$ cat src/rtl/wb_buffer_param.sv
// Parametrised write-back store buffer.
// Circular FIFO of store entries between the WB pipeline latch and cache/mem.
// Entries are enqueued at the tail and committed by EIP. They drain in order
// from the head once committed. A flush discards speculative entries. Loads
// can look up the youngest matching store for forwarding.
module wb_buffer_param #(
    parameter int DEPTH = 8,
    parameter int AW    = 15,
    parameter int DW    = 32,
    parameter int EW    = 32,
    parameter int PW    = 3
) (
    input  logic             clk,
    input  logic             rst,
    input  logic             enqueue,
    input  logic             i_vld,
    input  logic [EW-1:0]    i_eip,
    input  logic [AW-1:0]    i_addr,
    input  logic [DW-1:0]    i_data,
    input  logic [2:0]       i_size,
    input  logic             i_commit,
    input  logic [EW-1:0]    i_commit_eip,
    input  logic             i_flush,
    input  logic             read,
    output logic             o_en_vld,
    output logic [AW-1:0]    o_en_addr,
    output logic [DW-1:0]    o_en_data,
    output logic [EW-1:0]    o_en_eip,
    output logic [2:0]       o_en_size,
    input  logic [AW-1:0]    i_ld_addr,
    input  logic [2:0]       i_ld_size,
    output logic             o_fwd_hit,
    output logic             o_fwd_partial,
    output logic [DW-1:0]    o_fwd_data,
    output logic [DEPTH-1:0] o_alloc,
    output logic [PW:0]      o_count,
    output logic             empty,
    output logic             full,
    output logic             o_overflow
);

    logic [DEPTH-1:0] alloc_q, alloc_d;
    logic [DEPTH-1:0] vld_q, vld_d;
    logic [EW-1:0]    eip_q  [DEPTH];
    logic [EW-1:0]    eip_d  [DEPTH];
    logic [AW-1:0]    addr_q [DEPTH];
    logic [AW-1:0]    addr_d [DEPTH];
    logic [DW-1:0]    data_q [DEPTH];
    logic [DW-1:0]    data_d [DEPTH];
    logic [2:0]       size_q [DEPTH];
    logic [2:0]       size_d [DEPTH];
    logic [PW-1:0]    wrptr_q, wrptr_d;
    logic [PW-1:0]    rdptr_q, rdptr_d;
    logic [PW:0]      count_q, count_d;
    logic             overflow_q, overflow_d;

    logic             drain;
    logic             accept;
    logic             drop;
    logic [PW:0]      ncommit;

    logic             fwd_found;
    logic [PW-1:0]    fwd_sel;
    logic [PW-1:0]    fwd_age;
    logic [PW-1:0]    fwd_best_age;

    // Head entry is presented to memory; it may leave only once committed
    assign o_en_vld  = alloc_q[rdptr_q] & vld_q[rdptr_q];
    assign o_en_addr = addr_q[rdptr_q];
    assign o_en_data = data_q[rdptr_q];
    assign o_en_eip  = eip_q[rdptr_q];
    assign o_en_size = size_q[rdptr_q];

    assign o_alloc    = alloc_q;
    assign o_count    = count_q;
    assign empty      = (count_q == '0);
    assign full       = (count_q == (PW+1)'(DEPTH));
    assign o_overflow = overflow_q;

    assign drain  = read & o_en_vld;
    assign accept = enqueue & ~i_flush & (~full | drain);
    assign drop   = enqueue & ~i_flush & full & ~drain;

    // Next state: commit, then drain, then enqueue, then flush of speculative entries
    always_comb begin
        alloc_d    = alloc_q;
        vld_d      = vld_q;
        eip_d      = eip_q;
        addr_d     = addr_q;
        data_d     = data_q;
        size_d     = size_q;
        wrptr_d    = wrptr_q;
        count_d    = count_q;
        overflow_d = overflow_q | drop;
        ncommit    = '0;
        rdptr_d    = rdptr_q + PW'(drain);

        if (i_commit) begin
            for (int i = 0; i < DEPTH; i++) begin
                if (alloc_q[i] && (eip_q[i] == i_commit_eip)) begin
                    vld_d[i] = 1'b1;
                end
            end
        end

        if (drain) begin
            alloc_d[rdptr_q] = 1'b0;
            vld_d[rdptr_q]   = 1'b0;
        end

        if (accept) begin
            alloc_d[wrptr_q] = 1'b1;
            vld_d[wrptr_q]   = i_vld | (i_commit & (i_eip == i_commit_eip));
            eip_d[wrptr_q]   = i_eip;
            addr_d[wrptr_q]  = i_addr;
            data_d[wrptr_q]  = i_data;
            size_d[wrptr_q]  = i_size;
            wrptr_d          = wrptr_q + 1'b1;
        end

        if (i_flush) begin
            for (int i = 0; i < DEPTH; i++) begin
                if (!vld_d[i]) begin
                    alloc_d[i] = 1'b0;
                end
                ncommit = ncommit + (PW+1)'(alloc_d[i] & vld_d[i]);
            end
            wrptr_d = rdptr_d + ncommit[PW-1:0];
            count_d = ncommit;
        end else begin
            count_d = count_q + (PW+1)'(accept) - (PW+1)'(drain);
        end
    end

    // State registers with synchronous active-low reset
    always_ff @(posedge clk) begin
        if (!rst) begin
            alloc_q    <= '0;
            vld_q      <= '0;
            wrptr_q    <= '0;
            rdptr_q    <= '0;
            count_q    <= '0;
            overflow_q <= 1'b0;
            for (int i = 0; i < DEPTH; i++) begin
                eip_q[i]  <= '0;
                addr_q[i] <= '0;
                data_q[i] <= '0;
                size_q[i] <= '0;
            end
        end else begin
            alloc_q    <= alloc_d;
            vld_q      <= vld_d;
            wrptr_q    <= wrptr_d;
            rdptr_q    <= rdptr_d;
            count_q    <= count_d;
            overflow_q <= overflow_d;
            for (int i = 0; i < DEPTH; i++) begin
                eip_q[i]  <= eip_d[i];
                addr_q[i] <= addr_d[i];
                data_q[i] <= data_d[i];
                size_q[i] <= size_d[i];
            end
        end
    end

    // Load lookup: youngest allocated entry with matching address, age measured from head
    always_comb begin
        fwd_found    = 1'b0;
        fwd_sel      = '0;
        fwd_age      = '0;
        fwd_best_age = '0;
        for (int i = 0; i < DEPTH; i++) begin
            fwd_age = PW'(i) - rdptr_q;
            if (alloc_q[i] && (addr_q[i] == i_ld_addr) &&
                (!fwd_found || (fwd_age > fwd_best_age))) begin
                fwd_found    = 1'b1;
                fwd_sel      = PW'(i);
                fwd_best_age = fwd_age;
            end
        end
        o_fwd_hit     = fwd_found & (size_q[fwd_sel] == i_ld_size);
        o_fwd_partial = fwd_found & (size_q[fwd_sel] != i_ld_size);
        o_fwd_data    = fwd_found ? data_q[fwd_sel] : '0;
    end

endmodule
$ cat config.mk
export PLATFORM = sky130hd
export DESIGN_NAME = wb_buffer_param
export DESIGN_NICKNAME = d
export VERILOG_FILES = /design/src/rtl/wb_buffer_param.sv
export SDC_FILE = /design/constraint.sdc
export NUM_CORES = 2
export LEC_CHECK = 0
export ABC_CLOCK_PERIOD_IN_PS = 26300
export CAP_MARGIN = 0
export CORE_ASPECT_RATIO = 0.6
export CORE_UTILIZATION = 40
export CTS_BUF_LIST = sky130_fd_sc_hd__clkbuf_4
export DETAILED_ROUTE_END_ITERATION = 8
export SKIP_LAST_GASP = 1
export SLEW_MARGIN = 10
export SYNTH_ARGS = -nofsm -noshare
export SYNTH_HDL_FRONTEND = slang
export SYNTH_SLANG_ARGS = --single-unit
$ cat constraint.sdc
create_clock -name clk -period 26.3 [get_ports clk]
set_input_delay 5.26 -clock clk [delete_from_list [all_inputs] [get_ports clk]]
set_output_delay 5.26 -clock clk [all_outputs]
set_load 0.02 [all_outputs]
==> flow_summary.ini <==
[yosys]
synth_edf_count = 0
async_flop_share_pct = 0
synth_cell_types = 74
synth_top_area_cell = dfxtp_1
synth-seq-cells = 683
syn-num-nets = 4792
yosysTopAreaCellShare_pct = 36.0
ys_warn_count = 0
syn_area_per_cell_um2 = 8.24
synthCells = 4608
netlist_area_um2 = 38000
yosys_most_used_dff = dfxtp_1
synthTopCellsByArea = dfxtp_1, nand2_1, mux4_2
ys_seq_area_share_pct = 36.0

[clock_tree]
cts_buffers = 170
cts_tree = built
clockBufferDepth = 3
cts_hold_buf = 0
root_buffer = clkbuf_4
cts_sinks = 683
cts.htree.levels = 4
insertion_delay_ps = 1200
post_cts_buffers = 0
cts.repair.resized = 0
clk_pin_slew_ps = 70

[cells_and_area]
drive_above_1_share_pct = 13.2
layout.nets = 4861
post-route-util_pct = 45.7
area_delta_synth_final_pct = 13.1

[setup_path]
timing_worst_setup_path_type = in -> out
critical_path.max_fanout = 20
critical_path.most_common_cell = o21ai_0
required_ps = 21040
crit_arrival_ps = 19420
start_kind = primary input
crit_path_top_delay_cell = clkdlybuf4s50_1
end_kind = primary output
max_stage_delay_ps = 750
r2r_cells = 23

[route]
vias_per_cell = 5.91
drtIter0Drc = 4908
first_pass_iters = 6
drt_wl_total_mm = 162
vias = 35900
drc = 0
ant_nets = 0
wl_per_cell_um = 26.7

[timing]
hold_violations = 0
fin_crit_sh_pct = 93.8
period_minus_slack_ps = 24680
hold_ws_ps = 468
maxSlewViolCount = 0
grt_setup_unrepaired = false
setup_violations = 0
skew_ps = 93.1
fin_setup_tns_ps = 0
fmax_ghz = 0.0405
relSlewSlack_pct = 2.64
worst-slew-pin-transition_ps = 1450

[power_and_ir_drop]
clkPwrFrac_pct = 41.7
power.total_mw = 2.21
p_int_mw = 1.55
seqPwrFrac_pct = 47.9
leakage_nw = 14.4
power_density_nw_per_um2 = 51.4
power.switching_uw = 664
netSwitchingFraction_pct = 30.1
comb_power_share_pct = 10.5
ir_drop_uv = 40.6

[place]
place_hpwl_mm = 105
gp_congestion = 1.02
io_buffers = 270

[floorplanning]
fp.coreArea_um2 = 93900
num_rows = 87
fp.dieW_um = 400
initial_core_util_pct = 40.4
die_area_um2 = 96200
ios = 271
die_h_um = 241

[global_route]
grt_usage_pct = 32.9
antenna_found_initial = 18
grt_pass1_vias = 33000
grt_max_degree = 148
grt_pass1_wl_mm = 232
grt_overflow = 0

[min_path]
hold_depth = 2
min_path_type = reg -> reg

[job]
cap_violations = 0

[outcome]
status = completed
sequential cells by signal, indices dropped and copies added, names as in the netlist:
| name | cells |
|---|---|
| addr_q | 120 |
| o_alloc | 8 |
| data_q | 256 |
| o_count | 4 |
| size_q | 24 |
| rdptr_q | 3 |
| vld_q | 8 |
| o_overflow | 1 |
| wrptr_q | 3 |
| eip_q | 256 |
cells in the mapped netlist, types with 5 or more instances:
master,count
nand2_1,1659
a21oi_1,701
dfxtp_1,683
clkbuf_1,288
mux4_2,228
xnor2_1,222
xor2_1,170
nand4_1,104
buf_1,69
nor4_1,60
buf_4,56
ha_1,39
inv_1,39
nor2_1,33
xnor2_2,25
o21ai_0,22
buf_6,21
mux2i_1,18
mux2_2,13
and2_1,11
nand3_1,10
nor2b_1,9
a211oi_1,7
nor3_1,7
nor3b_1,7
o2111ai_1,7
fa_1,6
a21o_1,5
a32oi_1,5
nand2b_1,5
cells by family after synthesis:
kind of cell,after synthesis,share of synthesized area [%]
adder cells (fa/ha/maj),45,1.60
flip-flops,683,36.0
AO/OA/AOI/OAI,795,11.2
buffers and inverters,478,5.76
AND/OR/NAND/NOR,1929,20.9
XOR/XNOR,417,10.1
multiplexers,261,14.4
path summary, 6_finish.rpt:
check | slack, ps | start | end
setup / recovery | 1620 | i_ld_addr[9] | o_fwd_hit
hold / removal | 470 | data_q[1]$_SDFFE_PN0P_ | data_q[1]$_SDFFE_PN0P_
setup reg to reg | 17930 | rdptr_q[0]$_SDFF_PN0_ | wrptr_q[1]$_SDFFE_PN0P_
hold reg to reg | 470 | data_q[1]$_SDFFE_PN0P_ | data_q[1]$_SDFFE_PN0P_
metal layers:
layer	vias to the layer above	GRT usage (%)	wire [um]
li1	15800	-	-
met5	-	0	289
met4	18	9.89	3450
met1	17500	48.1	70500
met2	2271	44.0	64900
met3	279	12.6	22700
layout by cell type, fill, tap and decap left out, drive strengths merged, types with 4 or more instances in the layout:
master,Yosys,layout
clkdlybuf4s50,0,270
xnor2,247,247
o2111ai,7,7
a31oi,5,5
nor4,68,68
nand4,104,104
a211oi,7,7
ha,39,39
a21oi,703,703
nand3,10,10
buf,148,65
fa,6,6
diode,0,15
inv,40,48
nor2b,9,9
a21o,5,5
mux2i,18,18
o211ai,4,4
nor3b,7,7
clkinvlp,0,4
nor2,33,33
and2,11,11
nand2,1660,1660
nor3,8,8
clkinv,0,48
a32oi,5,5
or4,5,5
a41o,4,4
dfxtp,683,683
clkbuf,290,238
mux4,228,228
mux2,15,15
nand2b,5,5
o21ai,26,26
xor2,170,170
stage by stage:
stage	worst slack (ps)	instances	area, um2
after floorplan	5110	4608	38000
after global placement	2110	5751	40800
after detailed placement	1800	5751	40800
after CTS	1760	6049	42900
after global routing	396	6055	42900
final	1620	6064	43000
critical path: cells and delay by family:
kind,cells,cell delay (ps)
mux,4,1540
buf+inv,4,1880
simple gates,14,2930
fa+ha+maj,7,2100
compound gates,25,5260
xor+xnor,1,470
power groups by stage:
stage	logic [mW]	registers (mW)	clock network, mW
after global routing	0.238	1.06	0.984
after detailed placement	0.220	1.08	0
after CTS	0.221	1.06	0.932
after global placement	0.221	1.08	0
after floorplan	0.133	1.08	0
final	0.231	1.06	0.921
final cells by class:
type                    instances  area, um2
flip-flops and latches        683      13700
diodes                         15       37.5
clock buffers                 238       1790
inverters                      40        160
multi-input cells            3447      22200
fillers                      9245      51000
clock inverters                60        297
repair buffers                335       3220
well taps                    1246       1560
Power figures use the tool's default switching activity.
